**config.mk**
```make
export PLATFORM = sky130hd
export DESIGN_NAME = alu_mul_seq
export DESIGN_NICKNAME = d
export VERILOG_FILES = /design/src/rtl/alu_pkg.sv /design/src/rtl/alu_mul_seq.sv
export SDC_FILE = /design/constraint.sdc
export NUM_CORES = 1
export LEC_CHECK = 0
export BUFFER_PORTS_ARGS = -buffer_cell sky130_fd_sc_hd__buf_4
export CAP_MARGIN = 10
export CORE_MARGIN = 2
export CORE_UTILIZATION = 30
export DETAILED_ROUTE_END_ITERATION = 8
export GPL_TIMING_DRIVEN = 0
export PLACE_DENSITY = 0.55
export SYNTH_ARGS = -nofsm -noshare
export SYNTH_HDL_FRONTEND = slang
export SYNTH_SLANG_ARGS = --single-unit
```
**constraint.sdc**
```tcl
create_clock -name clk -period 2.4 [get_ports clk]
set_input_delay 0.24 -clock clk [delete_from_list [all_inputs] [get_ports clk]]
set_output_delay 0.24 -clock clk [all_outputs]
set_load 0.03 [all_outputs]
```
**src/rtl/alu_pkg.sv**
```systemverilog
// Shared ALU definitions: op-code constants and the multiply sequencer state encoding.
package alu_pkg;

  localparam logic [3:0] ALU_PASS_S = 4'b0000;
  localparam logic [3:0] ALU_PASS_R = 4'b0001;
  localparam logic [3:0] ALU_INC    = 4'b0010;
  localparam logic [3:0] ALU_DEC    = 4'b0011;
  localparam logic [3:0] ALU_ADD    = 4'b0100;
  localparam logic [3:0] ALU_SUB    = 4'b0101;
  localparam logic [3:0] ALU_ADC    = 4'b0110;
  localparam logic [3:0] ALU_SBC    = 4'b0111;
  localparam logic [3:0] ALU_AND    = 4'b1000;
  localparam logic [3:0] ALU_OR     = 4'b1001;
  localparam logic [3:0] ALU_XOR    = 4'b1010;
  localparam logic [3:0] ALU_NOT    = 4'b1011;
  localparam logic [3:0] ALU_NEG    = 4'b1100;
  localparam logic [3:0] ALU_SHL    = 4'b1101;
  localparam logic [3:0] ALU_SHR    = 4'b1110;
  localparam logic [3:0] ALU_ASR    = 4'b1111;

  typedef enum logic [2:0] {
    IDLE  = 3'd0,
    NEGA  = 3'd1,
    NEGB  = 3'd2,
    ITER  = 3'd3,
    FIXLO = 3'd4,
    FIXHI = 3'd5,
    DONE  = 3'd6
  } mul_state_t;

endpackage

```
**src/rtl/alu_mul_seq.sv**
```systemverilog
// Shift-add 16x16->32 multiply sequencer driving the shared ALU, one ALU op per clock.
// Define ALU_MUL_SEQ_SIGNED_EN to enable signed multiply (sgn input, NEGA/NEGB/FIXLO/FIXHI).
module alu_mul_seq
  import alu_pkg::*;
#(
  parameter int WIDTH = 16
) (
  input  logic               clk,
  input  logic               reset,
  input  logic               start,
  input  logic               sgn,
  input  logic [WIDTH-1:0]   a,
  input  logic [WIDTH-1:0]   b,
  output logic               busy,
  output logic               done,
  output logic [2*WIDTH-1:0] product,
  output logic [3:0]         alu_op,
  output logic [WIDTH-1:0]   alu_r,
  output logic [WIDTH-1:0]   alu_s,
  input  logic [WIDTH-1:0]   alu_y,
  input  logic               alu_c,
  input  logic               alu_z
);

  localparam logic [3:0] CNT_LAST = 4'(WIDTH - 1);

  mul_state_t         state_reg, state_next;
  logic [WIDTH-1:0]   m_reg, m_next;
  logic [WIDTH-1:0]   ph_reg, ph_next;
  logic [WIDTH-1:0]   pl_reg, pl_next;
  logic [3:0]         cnt_reg, cnt_next;
  logic [2*WIDTH-1:0] product_reg;

`ifdef ALU_MUL_SEQ_SIGNED_EN
  // sgnop marks a signed request so ITER exits through the fix-up states.
  logic sign_reg, sign_next;
  logic zlo_reg, zlo_next;
  logic sgnop_reg, sgnop_next;
`else
  logic unused_in;
  assign unused_in = ^{sgn, alu_z};
`endif

  always_ff @(posedge clk or posedge reset) begin
    if (reset) begin
      state_reg   <= IDLE;
      m_reg       <= '0;
      ph_reg      <= '0;
      pl_reg      <= '0;
      cnt_reg     <= '0;
      product_reg <= '0;
`ifdef ALU_MUL_SEQ_SIGNED_EN
      sign_reg    <= 1'b0;
      zlo_reg     <= 1'b0;
      sgnop_reg   <= 1'b0;
`endif
    end else begin
      state_reg <= state_next;
      m_reg     <= m_next;
      ph_reg    <= ph_next;
      pl_reg    <= pl_next;
      cnt_reg   <= cnt_next;
      // Capture the final register values on the same edge that enters DONE.
      if (state_next == DONE && state_reg != DONE)
        product_reg <= {ph_next, pl_next};
`ifdef ALU_MUL_SEQ_SIGNED_EN
      sign_reg  <= sign_next;
      zlo_reg   <= zlo_next;
      sgnop_reg <= sgnop_next;
`endif
    end
  end

  always_comb begin
    state_next = state_reg;
    m_next     = m_reg;
    ph_next    = ph_reg;
    pl_next    = pl_reg;
    cnt_next   = cnt_reg;
    alu_op     = ALU_PASS_S;
    alu_r      = '0;
    alu_s      = '0;
`ifdef ALU_MUL_SEQ_SIGNED_EN
    sign_next  = sign_reg;
    zlo_next   = zlo_reg;
    sgnop_next = sgnop_reg;
`endif

    case (state_reg)
      IDLE: begin
        if (start) begin
          m_next     = a;
          pl_next    = b;
          ph_next    = '0;
          cnt_next   = '0;
          state_next = ITER;
`ifdef ALU_MUL_SEQ_SIGNED_EN
          sgnop_next = sgn;
          sign_next  = sgn & (a[WIDTH-1] ^ b[WIDTH-1]);
          if (sgn) state_next = NEGA;
`endif
        end
      end

`ifdef ALU_MUL_SEQ_SIGNED_EN
      NEGA: begin
        alu_s      = m_reg;
        alu_op     = m_reg[WIDTH-1] ? ALU_NEG : ALU_PASS_S;
        m_next     = alu_y;
        state_next = NEGB;
      end

      NEGB: begin
        alu_s      = pl_reg;
        alu_op     = pl_reg[WIDTH-1] ? ALU_NEG : ALU_PASS_S;
        pl_next    = alu_y;
        state_next = ITER;
      end
`endif

      ITER: begin
        // The ALU carry becomes the new top bit, so 0x8000 magnitudes stay exact.
        alu_op   = pl_reg[0] ? ALU_ADD : ALU_PASS_R;
        alu_r    = ph_reg;
        alu_s    = m_reg;
        ph_next  = {alu_c, alu_y[WIDTH-1:1]};
        pl_next  = {alu_y[0], pl_reg[WIDTH-1:1]};
        cnt_next = cnt_reg + 4'd1;
        if (cnt_reg == CNT_LAST) begin
          state_next = DONE;
`ifdef ALU_MUL_SEQ_SIGNED_EN
          if (sgnop_reg) state_next = FIXLO;
`endif
        end
      end

`ifdef ALU_MUL_SEQ_SIGNED_EN
      FIXLO: begin
        alu_s      = pl_reg;
        alu_op     = sign_reg ? ALU_NEG : ALU_PASS_S;
        pl_next    = alu_y;
        zlo_next   = alu_z;
        state_next = FIXHI;
      end

      FIXHI: begin
        // Two's-complement of the 32-bit value: the high half only takes the +1 carry when the low half is zero.
        alu_s      = ph_reg;
        alu_op     = !sign_reg ? ALU_PASS_S : (zlo_reg ? ALU_NEG : ALU_NOT);
        ph_next    = alu_y;
        state_next = DONE;
      end
`endif

      DONE: state_next = IDLE;

      default: state_next = IDLE;
    endcase
  end

  assign busy    = (state_reg != IDLE) && (state_reg != DONE);
  assign done    = (state_reg == DONE);
  assign product = product_reg;

endmodule

```
==> flow_summary.json, run 1 <==
{
  "status": "complete, no violations",
  "htreeDepth": 3,
  "maxCapViolCount": 0,
  "rsz0062_at_grt": "no",
  "clock_skew_ns": 0.00782,
  "clkTransAtPathRegs_ns": 0.06,
  "largest_reg_flops": 32,
  "grt_pass1_wl_um": 18300,
  "worst_pin_slew_ns": 0.664,
  "yosys-top-cells-count": "87 x dfrtp_1, 35 x mux2_2, 35 x o21ai_0",
  "netlist_instances": 396,
  "numCtsBuffers": 9,
  "period_share_pct": 89.8,
  "final.setup.tns_ns": 0,
  "relSlewSlack_pct": 55.8,
  "vias_per_cell": 4.79,
  "place_inst": 697,
  "gp_congestion": 0.763,
  "yosysWarnings": 0,
  "p_leak_nw": 2.70,
  "cts_tree": "done",
  "track_usage_pct": 15.7,
  "syn_avg_cell_area_um2": 10.9,
  "pwr_density_cell_nw_per_um2": 1060,
  "worstPathArrival_ns": 1.91,
  "cts_setup_buffers": 0,
  "synth_cell_types": 33,
  "synth_edf_count": 0,
  "io_buffer_count": 118,
  "r2r_cells": 7,
  "clk_path_buf_depth": 2,
  "fin_crit_ns": 2.15,
  "drive_gt1_share_pct": 42.1,
  "ant_nets": 0,
  "core_area_um2": 13900,
  "cp.required_ns": 2.16,
  "cts_resized": 0,
  "peakVddDrop_v": 0.000581,
  "ys_top_cells_by_area": "dfrtp_1 51%, mux2_2 9.2%, and2_1 4.8%, mux2_4 4.5%, o221a_2 4.2%",
  "cts_root_buffer": "clkbuf_16",
  "vias": 3417,
  "yosysTopAreaCellShare_pct": 50.6,
  "worstSetupStartpointType": "flop",
  "yosys_most_used_dff": "dfrtp_1",
  "clkSinkCount": 87,
  "seq_area_frac_synth_pct": 50.6,
  "hold_class": "in -> reg",
  "die_area_um2": 15300,
  "holdWs_ns": 0.128,
  "diodes": 0,
  "yosys_register_bits": 87,
  "finalMaxSlewViolations": 0,
  "wire_per_inst_um": 16.2,
  "synth_area_leader_cell": "dfrtp_1",
  "async_flop_share_pct": 100,
  "synth_most_common_cell": "dfrtp_1",
  "fin_cells": 714,
  "criticalPathCategory": "reg -> out",
  "hpwl_um": 8210,
  "start_util_pct": 30.9,
  "setup_violations": 0,
  "hold_viol_final": 0,
  "drc_errors": 0,
  "die_w_um": 124,
  "max_freq_mhz": 464,
  "grt-ovfl-total": 0,
  "crit_path_end_kind": "primary output",
  "path_max_fanout": 10,
  "drt_iter0_markers": 212,
  "antenna_found_initial": 0,
  "num_rows": 43,
  "areaGrowthSynthToFinish_pct": 35.0,
  "clock_latency_ns": 0.34,
  "syn_area_um2": 4310,
  "routed_wl_um": 11600,
  "ios": 124,
  "whs_path_depth": 2,
  "die-height_um": 124,
  "dr.pass1.iters": 4,
  "layout.nets": 584,
  "grt_pass1_vias": 3496,
  "grt_max_degree": 34
}
-- where the power goes --
| group | total [mW] | internal, mW | switching [mW] |
|---|---|---|---|
| registers | 2.22 | 1.89 | 0.329 |
| clock network | 1.59 | 1.02 | 0.578 |
| logic | 2.34 | 1.09 | 1.24 |
| total | 6.16 | 4.00 | 2.15 |
-- path summary, 6_finish.rpt --
path                                             start                       to  slack [ns]
worst max register to register  cnt_reg[0]$_DFFE_PP0P_  product[27]$_DFFE_PP0P_        0.54
worst min register to register    m_reg[4]$_DFFE_PP0P_     m_reg[4]$_DFFE_PP0P_        0.50
min in group asynchronous                        reset  product[29]$_DFFE_PP0P_        0.54
worst min-delay path                              a[8]     m_reg[8]$_DFFE_PP0P_        0.13
max in group asynchronous                        reset   product[3]$_DFFE_PP0P_        1.28
worst max-delay path            state_reg[2]$_DFF_PP0_                 alu_r[2]        0.25
-- cells by family (layout without fill, tap and decap cells) --
| kind of cell | after synthesis | count (layout) | synth area share [%] |
|---|---|---|---|
| buffers and inverters | 56 | 193 | 6.68 |
| other | 1 | 2 | 0.0871 |
| muxes | 48 | 48 | 13.7 |
| adders and majority gates | 1 | 1 | 0.290 |
| xor gates and xnor gates | 2 | 2 | 0.407 |
| and+or+nand+nor | 115 | 115 | 15.3 |
| DFF | 87 | 87 | 50.6 |
| AOI/OAI and AO/OA | 86 | 86 | 13.0 |
-- stage by stage --
stage | instance area (um2) | power (mW) | setup slack (ns) | utilization, %
after floorplan | 4310 | 3.90 | 0.662 | -
after global placement | 5430 | 4.53 | 0.441 | 38.9
after detailed placement | 5470 | 4.61 | 0.501 | 39.2
after CTS | 5810 | 6.25 | 0.186 | 41.7
after global routing | 5810 | 6.59 | 0.0947 | 41.7
final | 5810 | 6.16 | 0.246 | 41.7
-- cells in the final DEF, fill, tap and decap left out, drive strengths merged, types with 17 or more instances in the layout --
| cell type | synthesis | routed |
|---|---|---|
| buf | 24 | 144 |
| dfrtp | 87 | 87 |
| mux2 | 48 | 48 |
| o21ai | 35 | 35 |
| nor2 | 34 | 34 |
| and2 | 34 | 34 |
| clkbuf | 13 | 23 |
| nand3 | 19 | 19 |
| nor3b | 18 | 18 |
| inv | 19 | 18 |
| a21oi | 17 | 17 |
-- critical path, cell delays in order, from the launching register on --
cell,delay (ns)
dfrtp_1,0.37
buf_6,0.13
and3b_1,0.21
buf_6,0.12
clkbuf_1,0.35
and2_1,0.22
buf_4,0.17
-- area by class of cell --
cell class / count / area [um2]
Fill cell: 1352 / 8120
Sequential cell: 87 / 2180
Multi-Input combinational cell: 254 / 1850
Timing Repair Buffer: 121 / 936
Clock buffer: 10 / 229
Tap cell: 180 / 225
Buffer: 37 / 216
Clock inverter: 6 / 109
Inverter: 19 / 75.1
-- what timing repair did --
item | CTS | global route
setup endpoints to repair | 0 | 0
endpoints found under the hold margin | 23 | 0
hold buffers | 1 | 0
-- routing by layer --
layer | GRT usage (%) | up-vias | wire length [um]
met1 | 20.2 | 1665 | 5120
met3 | 5.27 | 9 | 756
met2 | 25.2 | 95 | 5550
li1 | - | 1648 | -
met5 | 0 | - | 0
met4 | 3.98 | 0 | 128
No activity file was read; power rests on OpenSTA's default activity.
==> inputs of run 2 (changes only) <==
--- a/config.mk
+++ b/config.mk
@@ -5,13 +5,12 @@
 export SDC_FILE = /design/constraint.sdc
 export NUM_CORES = 1
 export LEC_CHECK = 0
+export ABC_AREA = 1
 export BUFFER_PORTS_ARGS = -buffer_cell sky130_fd_sc_hd__buf_4
 export CAP_MARGIN = 10
-export CORE_MARGIN = 2
 export CORE_UTILIZATION = 30
 export DETAILED_ROUTE_END_ITERATION = 8
 export GPL_TIMING_DRIVEN = 0
-export PLACE_DENSITY = 0.55
 export SYNTH_ARGS = -nofsm -noshare
 export SYNTH_HDL_FRONTEND = slang
 export SYNTH_SLANG_ARGS = --single-unit
==> run 2 against run 1 <==
Effect of this change: sequential cell count did not move; sequential power fell by 5%; via count rose by 13%; clock power fell by 4%; sequential share of layout area rose by 1.5 points; area after synthesis fell by 4.7%; combinational power fell by 7%; die area fell by 7.7%; global-route usage rose by 1.6 points; cell area fell by 3.8%; count of clock-buffer cells in the layout rose by 1; critical path depth rose by 1; critical path type unchanged.
==> flow_summary.json, run 2 <==
{
  "final_cell_mix": "198 x nand2_1, 121 x buf_4, 87 x dfrtp_1, 68 x nand3_1, 52 x nor2_1",
  "critical_path.max_stage_delay_ns": 0.41,
  "setup_violations": 0,
  "core_area_um2": 13300,
  "vias": 3868,
  "num_rows": 42,
  "rsz0062_at_grt": "no",
  "hold_class": "in -> reg",
  "io_buffer_count": 118,
  "start_util_pct": 30.9,
  "drc_errors": 0,
  "pwr_density_cell_nw_per_um2": 1040,
  "dr.pass1.iters": 4,
  "p_leak_nw": 2.94,
  "ant_nets": 0,
  "cp.required_ns": 2.16,
  "gp_congestion": 0.783,
  "worstReg2RegStart": "state_reg[0]$_DFF_PP0_",
  "cts_tree": "done",
  "fin_cells": 841,
  "wire_per_inst_um": 14.1,
  "clock_skew_ns": 0.00804,
  "ios": 124,
  "final_common_cell": "nand2_1",
  "yosysTopAreaCellShare_pct": 53.0,
  "grt_max_degree": 42,
  "clkSinkCount": 87,
  "synth_cell_types": 22,
  "vias_per_cell": 4.60,
  "htreeDepth": 3,
  "grt_pass1_wl_um": 19200,
  "seq_area_frac_synth_pct": 53.0,
  "drive_gt1_share_pct": 26.3,
  "max_freq_mhz": 452,
  "antenna_found_initial": 0,
  "hold_viol_final": 0,
  "postCtsHoldBufs": 1,
  "cts_setup_buffers": 0,
  "syn_avg_cell_area_um2": 7.79,
  "criticalPathCategory": "reg -> out",
  "power.total_mw": 5.81,
  "synth_most_common_cell": "nand2_1",
  "yosys_register_bits": 87,
  "place_inst": 824,
  "final.setup.tns_ns": 0,
  "syn_area_um2": 4100,
  "grt-ovfl-total": 0,
  "path_cells": "inv_2 > nand3_2 > buf_6 > buf_4 > buf_2 > nor2_1 > buf_4",
  "cts_resized": 0,
  "period_share_pct": 92.1,
  "die-height_um": 119,
  "areaGrowthSynthToFinish_pct": 36.2,
  "worstPathArrival_ns": 1.97,
  "drt_iter0_markers": 208,
  "fin_crit_ns": 2.21,
  "clock_latency_ns": 0.34,
  "finalMaxSlewViolations": 0,
  "cts_root_buffer": "clkbuf_16",
  "relSlewSlack_pct": 65.2,
  "numCtsBuffers": 9,
  "die_area_um2": 14200,
  "yosys_most_used_dff": "dfrtp_1",
  "peakVddDrop_v": 0.000383,
  "yosysWarnings": 0,
  "routed_wl_um": 11900,
  "grt_pass1_vias": 3881,
  "diodes": 0,
  "status": "complete, no violations",
  "hp-start": "alu_y[9]",
  "path_max_fanout": 10,
  "die_w_um": 119,
  "ys_top_cells_by_area": "dfrtp_1 53%, nand2_1 18%, nand3_1 8.3%, nor2_1 4.8%, inv_1 3.6%",
  "hpwl_um": 8480,
  "crit_path_frequent_cell": "buf_4",
  "largest_reg_flops": 32,
  "clk_path_buf_depth": 2,
  "maxCapViolCount": 0,
  "crit_start": "state_reg[2]$_DFF_PP0_",
  "netlist_instances": 527,
  "track_usage_pct": 17.2,
  "async_flop_share_pct": 100,
  "clkTransAtPathRegs_ns": 0.07,
  "worst_pin_slew_ns": 0.522,
  "layout.nets": 715,
  "worstSetupStartpointType": "flop",
  "crit_path_end_kind": "primary output",
  "synth_area_leader_cell": "dfrtp_1",
  "cpMaxStageDelayCell": "dfrtp_1",
  "yosys-top-cells-count": "198 x nand2_1, 87 x dfrtp_1, 68 x nand3_1",
  "synth_edf_count": 0
}
==> run 2: cell families (layout without fill, tap and decap cells) <==
family | Yosys count | count (layout) | synth area share (%)
and+or+nand+nor | 340 | 340 | 35.2
AOI/OAI and AO/OA | 23 | 23 | 2.80
adders and majority gates | 1 | 1 | 0.305
buffers and inverters | 75 | 212 | 8.60
other | 1 | 2 | 0.0914
DFF | 87 | 87 | 53.0
==> run 2: area by class of cell <==
cell class / count / area [um2]
clock inverters: 5 / 81.3
multi-input cells: 366 / 1580
well taps: 176 / 220
clock buffers: 11 / 243
fillers: 1388 / 7700
plain buffers: 33 / 195
flip-flops and latches: 87 / 2180
repair buffers: 121 / 936
inverters: 42 / 161
==> run 2: worst paths after layout <==
path                                                 to  slack (ns)  cells past startpoint
worst max register to register     m_reg[5]$_DFFE_PP0P_        0.81                      7
min in group asynchronous        product[8]$_DFFE_PP0P_        0.46                      3
worst min-delay path                ph_reg[8]$_DFF_PP0_        0.15                      3
max in group asynchronous          ph_reg[12]$_DFF_PP0_        1.17                      5
worst min register to register  product[30]$_DFFE_PP0P_        0.48                      2
worst max-delay path                           alu_r[4]        0.19                      7
==> run 2: power breakdown <==
part           total, mW  internal (mW)  leakage [nW]  switching (mW)
sequential          2.10           1.86          1.01           0.246
clock               1.52          0.941         0.156           0.581
combinational       2.18          0.737          1.78            1.45
total               5.81           3.54          2.94            2.27
==> run 2: stage by stage <==
stage | area [um2] | hold WS (ns) | util (%) | setup WS (ns)
after floorplan | 4110 | 0.393 | - | 0.422
final | 5590 | 0.149 | 42.1 | 0.190
after CTS | 5590 | 0.145 | 42.1 | 0.187
after global routing | 5590 | 0.157 | 42.1 | 0.101
after global placement | 5220 | 0.469 | 39.2 | 0.496
after detailed placement | 5260 | 0.259 | 39.5 | 0.558
==> run 2: per-layer routing <==
metal	routed length [um]	GRT usage (%)
met1	5620	23.5
met2	5420	27.4
met3	684	3.54
met4	158	5.30
met5	0	0
==> run 2: worst max-delay path: cells and delay by family (launching register included) <==
family / cells / cell delay [ns]
buffers and inverters: 5 / 0.91
DFF: 1 / 0.41
and+or+nand+nor: 2 / 0.29
==> inputs of run 3 (changes only) <==
--- a/config.mk
+++ b/config.mk
@@ -8,9 +8,10 @@
 export ABC_AREA = 1
 export BUFFER_PORTS_ARGS = -buffer_cell sky130_fd_sc_hd__buf_4
 export CAP_MARGIN = 10
-export CORE_UTILIZATION = 30
+export CORE_UTILIZATION = 46
 export DETAILED_ROUTE_END_ITERATION = 8
 export GPL_TIMING_DRIVEN = 0
+export PLACE_DENSITY = 0.75
 export SYNTH_ARGS = -nofsm -noshare
 export SYNTH_HDL_FRONTEND = slang
 export SYNTH_SLANG_ARGS = --single-unit
==> run 3 against run 2 <==
Effect of this change: clock power shrank 35%; combinational power barely moved; non-clock buffer count did not move; critical path depth stayed put; setup slack gained 0.054 ns; first-iteration DRC count is 6.3% lower; die area down 34%; sequential cell count unchanged; power decreased by 9.8%; utilization grew 20 points; clock skew grew 0.0059 ns; routed wire length is 10% lower.
==> flow_summary.json, run 3 (synthesized netlist as in run 2, its figures left out) <==
{
  "final_common_cell": "nand2_1",
  "clock_latency_ns": 0.37,
  "critPathTopFamily": "buffers and inverters",
  "cp.required_ns": 2.16,
  "cts_tree": "done",
  "path_cells": "inv_2 > nand3_2 > buf_6 > buf_4 > buf_2 > nor2_1 > buf_4",
  "critical_path.max_stage_delay_ns": 0.42,
  "p_leak_nw": 2.87,
  "rsz0062_at_grt": "no",
  "ant_nets": 0,
  "finalMaxSlewViolations": 0,
  "track_usage_pct": 24.2,
  "hold_class": "in -> reg",
  "core_area_um2": 8680,
  "worstReg2RegStart": "cnt_reg[0]$_DFFE_PP0P_",
  "nFillCells": 773,
  "worstPathArrival_ns": 1.92,
  "vias": 3856,
  "largest_reg_flops": 32,
  "cts_root_buffer": "clkbuf_8",
  "reg2reg_slack_ns": 0.84,
  "clkTransAtPathRegs_ns": 0.09,
  "htreeDepth": 3,
  "die-height_um": 96.5,
  "min_to": "m_reg[6]$_DFFE_PP0P_",
  "num_rows": 34,
  "layout.nets": 715,
  "grt_pass1_wl_um": 17000,
  "criticalPathCategory": "reg -> out",
  "cpMaxStageDelayCell": "dfrtp_1",
  "worstSetupStartpointType": "flop",
  "numCtsBuffers": 9,
  "power.total_mw": 5.24,
  "crit_path_frequent_cell": "buf_4",
  "areaGrowthSynthToFinish_pct": 30.6,
  "routed_wl_um": 10700,
  "drive_gt1_share_pct": 25.9,
  "maxCapViolCount": 0,
  "status": "complete, no violations",
  "gp_congestion": 0.830,
  "hp-start": "a[6]",
  "io_buffer_count": 118,
  "holdWs_ns": 0.123,
  "wire_per_inst_um": 13.8,
  "antenna_found_initial": 0,
  "drt_iter0_markers": 195,
  "path_max_fanout": 10,
  "cp_num_buf_inv": 5,
  "grt_pass1_vias": 3569,
  "clock_skew_ns": 0.0140,
  "hold_viol_final": 0,
  "r2r_cells": 7,
  "die_area_um2": 9300,
  "hpwl_um": 7650,
  "period_share_pct": 89.8,
  "grt_max_degree": 44,
  "pwr_density_cell_nw_per_um2": 978,
  "cts_setup_buffers": 0,
  "max_freq_mhz": 464,
  "ios": 124,
  "fin_crit_ns": 2.16,
  "start_util_pct": 47.3,
  "vias_per_cell": 5.00,
  "grt-ovfl-total": 0,
  "die_w_um": 96.5,
  "postCtsHoldBufs": 1,
  "dr.pass1.iters": 4,
  "final.setup.tns_ns": 0,
  "crit_path_end_kind": "primary output",
  "peakVddDrop_v": 0.000361,
  "clk_path_buf_depth": 2,
  "cts_resized": 0,
  "diodes": 0,
  "clkSinkCount": 87,
  "setup_violations": 0,
  "final_cell_mix": "198 x nand2_1, 121 x buf_4, 87 x dfrtp_1, 68 x nand3_1, 52 x nor2_1",
  "drc_errors": 0,
  "r2r-end": "product[21]$_DFFE_PP0P_",
  "whs_path_depth": 3
}
==> run 3: cell types whose count changed in the layout (fill, tap and decap cells not counted), sizes merged <==
cell,before,now
clkinv,2,1
bufinv,2,1
==> run 3: where the power goes <==
group / switching, mW / internal [mW] / total (mW)
registers: 0.244 / 1.85 / 2.10
logic: 1.42 / 0.738 / 2.16
clock network: 0.510 / 0.473 / 0.983
==> run 3: layer usage <==
layer	GRT usage, %	wire length (um)	vias to the layer above
li1	-	-	1914
met4	9.31	206	0
met2	36.6	5020	124
met3	4.62	570	20
met5	0	0	-
met1	34.6	4870	1798
==> run 3: layout make-up <==
cell class / instances / area [um2] / share of cell area, %
multi-input combinational: 366 / 1580 / 29.4
buffer: 33 / 195 / 3.64
sequential: 87 / 2180 / 40.6
clock buffer: 11 / 131 / 2.45
clock inverter: 3 / 46.3 / 0.864
timing repair buffer: 121 / 936 / 17.5
inverter: 42 / 161 / 3.01
tap: 108 / 135 / 2.52
==> run 3: worst register-to-register path, stage by stage (launching register included) <==
cell and delay [ns]:
dfrtp_1 0.40, ha_1 0.20, nand3_1 0.23, nor2_8 0.21, inv_2 0.07, buf_2 0.19, nand2_1 0.10, nand2_1 0.06
==> run 3: how the worst max path moves through the flow <==
stage	from	end	slack, ns	cells after the start
6_report	state_reg[2]$_DFF_PP0_	alu_r[2]	0.24	7
5_1_grt	state_reg[2]$_DFF_PP0_	alu_r[6]	0.14	7
4_1_cts	state_reg[2]$_DFF_PP0_	alu_r[0]	0.24	7
3_5_place_dp	state_reg[2]$_DFF_PP0_	alu_r[0]	0.62	7
3_3_place_gp	reset	product[11]$_DFFE_PP0P_	0.57	2
2_1_floorplan	state_reg[2]$_DFF_PP0_	busy	0.42	4
==> run 3: metrics by stage <==
step                instances  util [%]  cell area [um2]  setup WS (ns)
global placement          754      59.1             5130          0.574
finish                    771      61.8             5360          0.244
CTS                       771      61.8             5360          0.236
floorplan                 528         -             4110          0.422
detailed placement        756      59.6             5170          0.619
global route              771      61.8             5360          0.137
